[config.mk]
export PLATFORM = sky130hd
export DESIGN_NAME = ascii_time_sender_flat
export DESIGN_NICKNAME = d
export VERILOG_FILES = /design/src/rtl/ascii_time_sender_if.sv /design/src/rtl/ascii_time_sender.sv /design/src/flat_wrapper.sv
export SDC_FILE = /design/constraint.sdc
export NUM_CORES = 1
export LEC_CHECK = 0
export ABC_AREA = 1
export CORE_MARGIN = 3
export CORE_UTILIZATION = 35
export CTS_CLUSTER_SIZE = 25
export DETAILED_ROUTE_END_ITERATION = 16
export HOLD_SLACK_MARGIN = 0.15
export PLACE_DENSITY = 0.63
export SLEW_MARGIN = 40
export SYNTH_ARGS = -nofsm -noshare
export SYNTH_HDL_FRONTEND = slang
export SYNTH_SLANG_ARGS = --single-unit
[constraint.sdc]
create_clock -name clk -period 1.35 [get_ports clk]
set_input_delay 0.27 -clock clk [delete_from_list [all_inputs] [get_ports clk]]
set_output_delay 0.27 -clock clk [all_outputs]
set_load 0.01 [all_outputs]
[src/rtl/ascii_time_sender_if.sv]
// Handshake bundle between the time sender, its request source and uart_tx.
// The master side drives requests and uart status; the slave is the sender.
interface ascii_time_sender_if;
   logic        send_start;
   logic [31:0] sender_data;
   logic        tx_busy;
   logic        tx_done;
   logic        tx_start;
   logic [7:0]  tx_data;
   logic        sending;
   logic        frame_done;

   modport master (
      output send_start, sender_data, tx_busy, tx_done,
      input  tx_start, tx_data, sending, frame_done
   );

   modport slave (
      input  send_start, sender_data, tx_busy, tx_done,
      output tx_start, tx_data, sending, frame_done
   );
endinterface

[src/rtl/ascii_time_sender.sv]
// Sends a snapshot of eight BCD display digits as "HH:MM:SS.CC" (+ optional CR LF)
// through uart_tx, one byte per tx_start/tx_done handshake.
module ascii_time_sender #(
   parameter bit SEND_CRLF = 1'b1
) (
   input  logic                clk,
   input  logic                reset,
   ascii_time_sender_if.slave  bus
);

   typedef enum logic [2:0] {
      S_IDLE,
      S_ISSUE,
      S_WAIT,
      S_NEXT,
      S_DONE
   } state_t;

   localparam logic [3:0] LAST_IDX = SEND_CRLF ? 4'd12 : 4'd10;

   state_t      state_q, state_d;
   logic [3:0]  idx_q, idx_d;
   logic [31:0] snap_q, snap_d;
   logic        tx_start_q, tx_start_d;
   logic [7:0]  tx_data_q, tx_data_d;
   logic        sending_q, sending_d;
   logic        frame_done_q, frame_done_d;

   logic [7:0]  digit_ascii [8];
   logic [7:0]  char_sel;

   // digit_ascii[7] is hour10, digit_ascii[0] is the last hundredths digit
   for (genvar gi = 0; gi < 8; gi++) begin : g_digit
      logic [3:0] nib;
      assign nib = snap_q[4*gi +: 4];
      assign digit_ascii[gi] = (nib <= 4'd9) ? (8'h30 + {4'h0, nib}) : 8'h3F;
   end

   always_comb begin
      char_sel = 8'h00;
      case (idx_q)
         4'd0:    char_sel = digit_ascii[7];
         4'd1:    char_sel = digit_ascii[6];
         4'd2:    char_sel = 8'h3A;
         4'd3:    char_sel = digit_ascii[5];
         4'd4:    char_sel = digit_ascii[4];
         4'd5:    char_sel = 8'h3A;
         4'd6:    char_sel = digit_ascii[3];
         4'd7:    char_sel = digit_ascii[2];
         4'd8:    char_sel = 8'h2E;
         4'd9:    char_sel = digit_ascii[1];
         4'd10:   char_sel = digit_ascii[0];
         4'd11:   char_sel = 8'h0D;
         4'd12:   char_sel = 8'h0A;
         default: char_sel = 8'h00;
      endcase
   end

   always_comb begin
      state_d      = state_q;
      idx_d        = idx_q;
      snap_d       = snap_q;
      tx_start_d   = 1'b0;
      tx_data_d    = tx_data_q;
      sending_d    = sending_q;
      frame_done_d = 1'b0;
      case (state_q)
         S_IDLE: begin
            if (bus.send_start) begin
               snap_d    = bus.sender_data;
               idx_d     = 4'd0;
               sending_d = 1'b1;
               state_d   = S_ISSUE;
            end
         end
         S_ISSUE: begin
            if (!bus.tx_busy) begin
               tx_start_d = 1'b1;
               tx_data_d  = char_sel;
               state_d    = S_WAIT;
            end
         end
         S_WAIT: begin
            if (bus.tx_done) begin
               state_d = S_NEXT;
            end
         end
         S_NEXT: begin
            if (idx_q == LAST_IDX) begin
               // Flags are raised on entry so frame_done is high while in DONE,
               // which is what makes a coincident send_start get dropped.
               frame_done_d = 1'b1;
               sending_d    = 1'b0;
               state_d      = S_DONE;
            end else begin
               idx_d   = idx_q + 4'd1;
               state_d = S_ISSUE;
            end
         end
         S_DONE: begin
            state_d = S_IDLE;
         end
         default: begin
            state_d = S_IDLE;
         end
      endcase
   end

   always_ff @(posedge clk or posedge reset) begin
      if (reset) begin
         state_q      <= S_IDLE;
         idx_q        <= 4'd0;
         snap_q       <= 32'h0;
         tx_start_q   <= 1'b0;
         tx_data_q    <= 8'h00;
         sending_q    <= 1'b0;
         frame_done_q <= 1'b0;
      end else begin
         state_q      <= state_d;
         idx_q        <= idx_d;
         snap_q       <= snap_d;
         tx_start_q   <= tx_start_d;
         tx_data_q    <= tx_data_d;
         sending_q    <= sending_d;
         frame_done_q <= frame_done_d;
      end
   end

   assign bus.tx_start   = tx_start_q;
   assign bus.tx_data    = tx_data_q;
   assign bus.sending    = sending_q;
   assign bus.frame_done = frame_done_q;

endmodule

[src/flat_wrapper.sv]
// flat-port wrapper written by rule: the top's interface ports become plain ports
module ascii_time_sender_flat 
#(
   parameter bit SEND_CRLF = 1'b1
)
  (clk, reset, bus_send_start, bus_sender_data, bus_tx_busy, bus_tx_done, bus_tx_start, bus_tx_data, bus_sending, bus_frame_done);
  ascii_time_sender_if bus_i ();
  input  logic clk;
  input  logic reset;
  input wire logic [$bits(bus_i.send_start)-1:0] bus_send_start;
  input wire logic [$bits(bus_i.sender_data)-1:0] bus_sender_data;
  input wire logic [$bits(bus_i.tx_busy)-1:0] bus_tx_busy;
  input wire logic [$bits(bus_i.tx_done)-1:0] bus_tx_done;
  output wire logic [$bits(bus_i.tx_start)-1:0] bus_tx_start;
  output wire logic [$bits(bus_i.tx_data)-1:0] bus_tx_data;
  output wire logic [$bits(bus_i.sending)-1:0] bus_sending;
  output wire logic [$bits(bus_i.frame_done)-1:0] bus_frame_done;
  assign bus_i.send_start = bus_send_start;
  assign bus_i.sender_data = bus_sender_data;
  assign bus_i.tx_busy = bus_tx_busy;
  assign bus_i.tx_done = bus_tx_done;
  assign bus_tx_start = bus_i.tx_start;
  assign bus_tx_data = bus_i.tx_data;
  assign bus_sending = bus_i.sending;
  assign bus_frame_done = bus_i.frame_done;
  ascii_time_sender #(.SEND_CRLF(SEND_CRLF)) u_core (.clk(clk), .reset(reset), .bus(bus_i));
endmodule
==> results of run 1 <==
[state kept, by name, summed over array words and instances, names as in the netlist]
signal,flops
u_core.bus.frame_done,1
u_core.bus.sending,1
u_core.bus.tx_data,6
u_core.bus.tx_start,1
u_core.idx_q,4
u_core.snap_q,32
u_core.state_q,3
[metal layers]
layer	GRT usage, %	vias up	part of all wire, %
li1	-	1190	-
met5	0	-	0
met1	20.6	1102	44
met2	26.2	44	50
met4	5.03	0	1.4
met3	3.31	5	3.9
[synthesized netlist by cell type]
library cell / count
nand3_4: 1
dfrtp_1: 48
ha_1: 4
inv_4: 1
nand2_1: 117
a31oi_1: 1
inv_2: 5
buf_6: 2
inv_1: 42
nor2_1: 19
nor2_4: 2
nor3_1: 5
nand2_2: 3
o21a_1: 2
o21ai_0: 19
inv_6: 1
nand4_1: 1
nand3_1: 16
nor2_2: 3
buf_4: 6
o21ai_1: 31
nand3_2: 3
a21o_1: 1
a21oi_1: 4
nor3b_2: 1
conb_1: 1
buf_2: 2
[report_power, final]
part	internal, mW	total, mW	switching, mW
combinational	1.20	2.90	1.70
sequential	2.04	2.41	0.365
clock	0.409	0.893	0.484
[worst min-delay path, cell delays in order]
cell             delay, ns
clkdlybuf4s50_1       0.44
clkinvlp_4            0.09
buf_12                0.24
[timing repair]
item                                    4_1_cts  5_1_grt
gates resized for setup                      46       28
endpoints found under the setup margin       21       12
setup buffers                                 3        1
gates cloned                                  0        0
pin swaps                                    15       22
[stage by stage]
step	TNS (ns)	instance area (um2)	hold slack, ns	utilization, %
6_report	-0.507	3540	0.353	51.0
5_1_grt	-1.46	3540	0.386	51.0
4_1_cts	-0.419	3450	0.367	49.6
3_5_place_dp	-4.80	3220	0.474	46.3
3_3_place_gp	-3.95	3220	0.478	46.3
2_1_floorplan	0	2570	0.300	-
[path summary, 6_finish.rpt]
| check | from | to | slack (ns) | depth (start not counted) |
|---|---|---|---|---|
| max in group asynchronous | reset | u_core.idx_q[2] | 0.76 | 3 |
| worst max-delay path | u_core.idx_q[0] | u_core.bus.tx_data[5] | -0.09 | 7 |
| worst max register to register | u_core.idx_q[0] | u_core.bus.tx_data[5] | -0.09 | 7 |
| worst min-delay path | reset | u_core.snap_q[15] | 0.35 | 3 |
| worst min register to register | u_core.bus.tx_data[0] | u_core.bus.tx_data[0] | 0.48 | 2 |
| min in group clk | u_core.bus.tx_data[0] | u_core.bus.tx_data[0] | 0.48 | 2 |
[area by class of cell]
type / count / area (um2) / share of cell area, %
clock buffers: 6 / 82.6 / 2.33
clock inverters: 2 / 10.0 / 0.283
inverters: 49 / 203 / 5.73
multi-input cells: 235 / 1290 / 36.6
flip-flops and latches: 48 / 1210 / 34.1
well taps: 96 / 120 / 3.39
repair buffers: 64 / 623 / 17.6
[logic make-up (layout without fill, tap and decap cells)]
group | after synthesis | count (layout) | synth area share (%)
compound gates | 58 | 58 | 11.7
buf+inv | 59 | 121 | 10.5
fa+ha+maj | 4 | 4 | 1.95
other cells | 1 | 2 | 0.146
simple gates | 171 | 171 | 28.9
flops | 48 | 48 | 46.8
==> impl_metrics.json, run 1 <==
{
  "status": "finished, violations left",
  "violations": "negative setup slack",
  "design.core.area_um2": 6940,
  "syn2layout_area_growth_pct": 38.0,
  "io_pins": 48,
  "crit_family": "flip-flops",
  "synth_cell_types": 27,
  "endpoint_kind": "register",
  "crit_path_start_kind": "register",
  "worst-setup-path-type": "register to register",
  "antenna_found_initial": 0,
  "synth.area.top_cells": "dfrtp_1, nand2_1, inv_1, o21ai_1, o21ai_0",
  "grt_usage_pct": 15.8,
  "cts_root_buffer": "clkbuf_8",
  "clock_latency_ns": 0.31,
  "wl_per_cell_um": 12.5,
  "cap_viol_max_count": 0,
  "synthCells": 341,
  "crit_arrival_ns": 1.65,
  "numClockSinks": 48,
  "drive_gt1_share_pct": 22.3,
  "crit_top_cell": "o21ai_1",
  "required_ns": 1.55,
  "fp.dieH_um": 91.6,
  "route.vias.total": 2341,
  "mostFrequentLayoutCells": "nand2_1, dfrtp_1, o21ai_1",
  "rsz0062_at_grt": "true",
  "ant_nets": 0,
  "drt_drc_violations_left": 0,
  "diodes": 0,
  "max_stage_delay_ns": 0.47,
  "fp-row-count": 30,
  "fin_skew_ns": 0.00524,
  "place_congestion": 0.882,
  "nNetsFinal": 444,
  "crit_fanout": 5,
  "grt_pass1_vias": 2306,
  "clk_pin_slew_worst_paths_ns": 0.09,
  "grt_max_degree": 49,
  "totalWireLength_um": 6260,
  "start_util_pct": 36.9,
  "dr.pass1.iters": 4,
  "leakage_nw": 1.71,
  "stdcell_count": 500,
  "crit_slowest_cell": "dfrtp_2",
  "clockBufferDepth": 2,
  "synth_top_area_share_pct": 46.8,
  "finalPower_mw": 6.20,
  "fmax_mhz": 693,
  "io_buffers": 45,
  "dp_slack_ns": -0.194,
  "final_common_cell": "nand2_1",
  "cts_hold_buffers": 0,
  "hold_class": "input port to async pin",
  "fillers": 663,
  "syn_area_um2": 2560,
  "dp_hpwl_um": 4430,
  "htree_levels": 2,
  "synth_warnings": 0,
  "setup_violations": 8,
  "drt_iter0_markers": 128,
  "hold_viol": 0,
  "finalCritPeriodShare_pct": 107,
  "crit_chain": "inv_4, ha_4, o21ai_1, o21ai_1, nor2_2, nand4_1, o21a_1",
  "fin_crit_ns": 1.44,
  "drv_slew": 0,
  "die-width_um": 91.6,
  "gr-total-overflow": 0,
  "worst-path-buf-inv": 1,
  "syn_avg_cell_area_um2": 7.52,
  "power_density_nw_per_um2": 1750,
  "cts_tree": "done",
  "grt_pass1_wl_um": 10800,
  "routed_via_density": 4.68,
  "ys_seq_elements": 48,
  "fp.dieArea_um2": 8390,
  "irDropWorstVdd_v": 0.000618,
  "dp.cells": 488,
  "synth_seq_area_share_pct": 46.8,
  "finalWorstSetupSlack_ns": -0.0938,
  "synth.largest_area_cell": "dfrtp_1",
  "cts_buffers": 5
}
Note: power is estimated with default switching activity, not from simulation.
==> run 2, diff against run 1 <==
--- a/config.mk
+++ b/config.mk
@@ -8,11 +8,11 @@
 export ABC_AREA = 1
 export CORE_MARGIN = 3
 export CORE_UTILIZATION = 35
-export CTS_CLUSTER_SIZE = 25
+export CTS_CLUSTER_SIZE = 20
 export DETAILED_ROUTE_END_ITERATION = 16
 export HOLD_SLACK_MARGIN = 0.15
-export PLACE_DENSITY = 0.63
-export SLEW_MARGIN = 40
+export PLACE_DENSITY = 0.6
+export SLEW_MARGIN = 10
 export SYNTH_ARGS = -nofsm -noshare
 export SYNTH_HDL_FRONTEND = slang
 export SYNTH_SLANG_ARGS = --single-unit
==> constraint.sdc (replaced) <==
create_clock -name clk -period 1.45 [get_ports clk]
set_input_delay 0.29 -clock clk [delete_from_list [all_inputs] [get_ports clk]]
set_output_delay 0.29 -clock clk [all_outputs]
set_load 0.01 [all_outputs]
==> impl_metrics.json, run 2 (synthesis results as in run 1) <==
{
  "use_met3_pct": 3.56,
  "largest_register": "u_core.snap_q",
  "fp.dieH_um": 91.6,
  "syn2layout_area_growth_pct": 33.3,
  "cts_root_buffer": "clkbuf_8",
  "grt_max_degree": 43,
  "worst-setup-path-type": "register to register",
  "finalSetupTns_ns": 0,
  "finalPower_mw": 5.57,
  "grt_pass1_vias": 2194,
  "fillers": 704,
  "rsz0062_at_grt": "true",
  "power_density_nw_per_um2": 1630,
  "drt_drc_violations_left": 0,
  "worst-path-buf-inv": 1,
  "place_congestion": 0.913,
  "crit_family": "flip-flops",
  "reg2reg_from": "u_core.idx_q[0]",
  "wl_per_cell_um": 12.0,
  "hold_class": "input port to async pin",
  "setup_violations": 0,
  "numClockSinks": 48,
  "mostFrequentLayoutCells": "nand2_1, dfrtp_1, inv_1, clkdlybuf4s50_1, o21ai_1",
  "leakage_nw": 1.65,
  "htree_levels": 2,
  "crit_chain": "inv_4, ha_4, o21ai_2, o21ai_1, nor2_2, nand4_1, o21a_1",
  "design.core.area_um2": 6940,
  "fp-row-count": 30,
  "hold_ws_ns": 0.274,
  "endpoint_kind": "register",
  "totalWireLength_um": 5930,
  "grt_usage_pct": 14.8,
  "diodes": 0,
  "drv_slew": 0,
  "largest_register_ffs": 32,
  "crit_slowest_cell": "dfrtp_2",
  "fin_util_pct": 49.2,
  "status": "completed",
  "max_stage_delay_ns": 0.46,
  "fin_skew_ns": 0.00512,
  "gr-total-overflow": 0,
  "routed_via_density": 4.55,
  "ant_nets": 0,
  "reg2reg_depth": 7,
  "irDropWorstVdd_v": 0.000496,
  "dp.cells": 484,
  "grt_pass1_wl_um": 10000,
  "final_common_cell": "nand2_1",
  "io_buffers": 45,
  "crit_fanout": 5,
  "clk_pin_slew_worst_paths_ns": 0.08,
  "grtUsageMet2_pct": 24.3,
  "grt_use_met1_pct": 18.7,
  "clockBufferDepth": 2,
  "cts_tree": "done",
  "required_ns": 1.65,
  "crit_arrival_ns": 1.61,
  "hold_viol": 0,
  "clock_latency_ns": 0.30,
  "top_usage_layer": "met2",
  "antenna_found_initial": 0,
  "fmax_mhz": 709,
  "crit_path_start_kind": "register",
  "cap_viol_max_count": 0,
  "io_pins": 48,
  "cts_buffers": 5,
  "r2r-end": "u_core.bus.tx_data[5]",
  "fin_crit_ns": 1.41,
  "drive_gt1_share_pct": 15.9,
  "nNetsFinal": 437,
  "r2r_slack_ns": 0.04,
  "start_util_pct": 36.9,
  "finalCritPeriodShare_pct": 97.3,
  "drt_iter0_markers": 86,
  "stdcell_count": 493,
  "die-width_um": 91.6,
  "fp.dieArea_um2": 8390,
  "dp_hpwl_um": 4530,
  "dr.pass1.iters": 4,
  "route.vias.total": 2243
}
## run 2: cell count changes in the layout (fill, tap and decap cells not counted), sizes merged
cell	previous run	this run
clkbuf	6	8
clkinv	2	0
clkinvlp	1	0
inv	48	49
buf	19	12
## run 2: area by class of cell
class | instances | area, um2 | area share, %
Tap cell | 96 | 120 | 3.51
Timing Repair Buffer | 57 | 583 | 17.1
Clock buffer | 8 | 90.1 | 2.64
Sequential cell | 48 | 1210 | 35.3
Multi-Input combinational cell | 235 | 1220 | 35.8
Inverter | 49 | 196 | 5.75
## run 2: timing repair
item | in CTS | in global routing
setup buffers | 1 | 0
resized for setup | 19 | 31
pin swaps | 7 | 12
setup endpoints to repair | 19 | 10
hold buffers | 0 | 0
## run 2: how the worst max path moves through the flow
stage,slack (ns),end,from,depth (start not counted)
floorplan,0.02,u_core.bus.frame_done,reset,1
global placement,-0.09,u_core.bus.tx_data[5],u_core.idx_q[0],7
detailed placement,-0.16,u_core.bus.tx_data[5],u_core.idx_q[0],7
CTS,-0.03,u_core.bus.tx_data[5],u_core.idx_q[0],6
global route,-0.04,u_core.bus.tx_data[1],u_core.idx_q[1],10
finish,0.04,u_core.bus.tx_data[5],u_core.idx_q[0],7
## run 2: per-layer routing
metal	wire length, um	vias up	part of all wire [%]
met5	0	-	0
met4	97	0	1.6
met3	250	10	4.2
met2	2810	36	47
met1	2770	1025	47
li1	-	1172	-
## run 2: report_power, final
| group | internal [mW] | leakage, nW | total, mW | switching [mW] |
|---|---|---|---|---|
| Combinational | 1.05 | 1.02 | 2.53 | 1.48 |
| Clock | 0.390 | 0.0455 | 0.822 | 0.433 |
| Sequential | 1.90 | 0.587 | 2.22 | 0.321 |
## run 2: through the flow
step | instance area [um2] | worst slack, ns
finish | 3420 | 0.0389
global route | 3420 | -0.0382
CTS | 3300 | -0.0275
detailed placement | 3190 | -0.162
global placement | 3190 | -0.0859
floorplan | 2570 | 0.0155
==> run 3, diff against run 2 <==
--- a/config.mk
+++ b/config.mk
@@ -6,12 +6,13 @@
 export NUM_CORES = 1
 export LEC_CHECK = 0
 export ABC_AREA = 1
+export ABC_CLOCK_PERIOD_IN_PS = 1450
 export CORE_MARGIN = 3
-export CORE_UTILIZATION = 35
+export CORE_UTILIZATION = 25
 export CTS_CLUSTER_SIZE = 20
 export DETAILED_ROUTE_END_ITERATION = 16
 export HOLD_SLACK_MARGIN = 0.15
-export PLACE_DENSITY = 0.6
+export PLACE_DENSITY = 0.47
 export SLEW_MARGIN = 10
 export SYNTH_ARGS = -nofsm -noshare
 export SYNTH_HDL_FRONTEND = slang
==> impl_metrics.json, run 3 (synthesis results as in run 1) <==
{
  "hold_class": "input port to async pin",
  "r2r-end": "u_core.bus.tx_data[4]",
  "grt_pass1_vias": 2340,
  "fmax_mhz": 695,
  "max_stage_delay_ns": 0.46,
  "totalWireLength_um": 6400,
  "fin_crit_ns": 1.44,
  "route.vias.total": 2261,
  "numClockSinks": 48,
  "clk_pin_slew_worst_paths_ns": 0.09,
  "irDropWorstVdd_v": 0.000481,
  "multi_input_area_um2": 1230,
  "ant_nets": 0,
  "cts_buffers": 5,
  "power_density_nw_per_um2": 1620,
  "die-width_um": 107,
  "leakage_nw": 1.68,
  "fin_util_pct": 35.4,
  "endpoint_kind": "register",
  "grt_usage_pct": 11.5,
  "place_congestion": 0.848,
  "crit_chain": "inv_4, ha_4, o21ai_1, o21ai_1, nor2_1, nand3_1, o21a_1",
  "largest_register": "u_core.snap_q",
  "crit_end": "u_core.bus.tx_data[4]",
  "reg2reg_depth": 7,
  "design.core.area_um2": 9860,
  "grt_max_degree": 49,
  "start_util_pct": 26.0,
  "cts_tree": "done",
  "nNetsFinal": 441,
  "fp-row-count": 36,
  "io_buffers": 45,
  "r2r_slack_ns": 0.01,
  "cp-startpoint": "u_core.idx_q[0]",
  "dp.cells": 524,
  "drt_drc_violations_left": 0,
  "gr-total-overflow": 0,
  "drt_iter0_markers": 69,
  "rsz0062_at_grt": "true",
  "reg2reg_from": "u_core.idx_q[0]",
  "htree_levels": 2,
  "routed_via_density": 4.24,
  "drive_gt1_share_pct": 16.8,
  "drv_slew": 0,
  "register_area_um2": 1200,
  "crit_path_start_kind": "register",
  "syn2layout_area_growth_pct": 36.1,
  "grt_pass1_wl_um": 10800,
  "fillers": 1063,
  "finalPower_mw": 5.66,
  "finalSetupTns_ns": 0,
  "crit_family": "flip-flops",
  "crit_arrival_ns": 1.63,
  "fp.dieArea_um2": 11500,
  "hold_viol": 0,
  "dp_hpwl_um": 4820,
  "largest_register_ffs": 32,
  "status": "completed",
  "required_ns": 1.64,
  "clock_latency_ns": 0.30,
  "mostFrequentLayoutCells": "nand2_1, dfrtp_1, inv_1",
  "fin_skew_ns": 0.00507,
  "crit_slowest_cell": "dfrtp_2",
  "finalCritPeriodShare_pct": 99.2,
  "cap_viol_max_count": 0,
  "clockBufferDepth": 2,
  "stdcell_count": 533,
  "crit_top_cell": "o21ai_1",
  "fp.dieH_um": 107,
  "cts_root_buffer": "clkbuf_8",
  "worst-path-buf-inv": 1,
  "cp.depth": 7,
  "io_pins": 48,
  "crit_fanout": 5,
  "antenna_found_initial": 0,
  "worst-setup-path-type": "register to register",
  "diodes": 0,
  "wl_per_cell_um": 12.0,
  "cts_hold_buffers": 0,
  "final_common_cell": "nand2_1",
  "dr.pass1.iters": 4,
  "setup_violations": 0
}
==> run 3: worst register-to-register path, stage by stage, from the launching register on <==
cell and delay [ns]:
dfrtp_2 0.46, inv_4 0.07, ha_4 0.19, o21ai_1 0.14
o21ai_1 0.09, nor2_1 0.16, nand3_1 0.10, o21a_1 0.12
==> run 3: power breakdown <==
part           internal, mW  leakage [nW]  switching [mW]
combinational          1.07          1.04            1.51
sequential             1.90         0.589           0.328
clock                 0.426        0.0503           0.433
==> run 3: timing repair <==
action	in CTS	in global routing
pin swaps	1	12
endpoints found under the setup margin	20	10
gates cloned	0	0
buffers inserted	0	2
gates resized for setup	18	30
==> run 3: area by class of cell <==
class / count / share of cell area [%]
clock buffers: 7 / 2.76
multi-input cells: 235 / 35.2
well taps: 133 / 4.77
repair buffers: 61 / 17.1
flip-flops and latches: 48 / 34.5
inverters: 49 / 5.70
==> run 3: stage by stage <==
step	hold slack [ns]	cell area [um2]	setup WS, ns
finish	0.341	3490	0.0112
global route	0.394	3490	-0.113
CTS	0.358	3360	0.00350
detailed placement	0.473	3250	-0.0593
global placement	0.486	3250	-0.0386
floorplan	0.378	2570	0.0155
==> run 3: worst min path at each step <==
| stage | end | slack [ns] | depth (start not counted) |
|---|---|---|---|
| 6_report | u_core.snap_q[28] | 0.34 | 3 |
| 2_1_floorplan | u_core.bus.tx_start | 0.38 | 1 |
| 4_1_cts | u_core.snap_q[28] | 0.36 | 3 |
| 3_3_place_gp | u_core.bus.tx_data[4] | 0.49 | 1 |
| 3_5_place_dp | u_core.bus.tx_data[0] | 0.47 | 2 |
| 5_1_grt | u_core.snap_q[2] | 0.39 | 3 |
==> run 3: metal layers <==
metal	vias to the layer above	part of all wire (%)	track usage, %
li1	1180	-	-
met1	1051	47	14.9
met2	26	49	19.7
met3	4	3.2	2.58
met4	0	0.77	2.65
met5	-	0	0
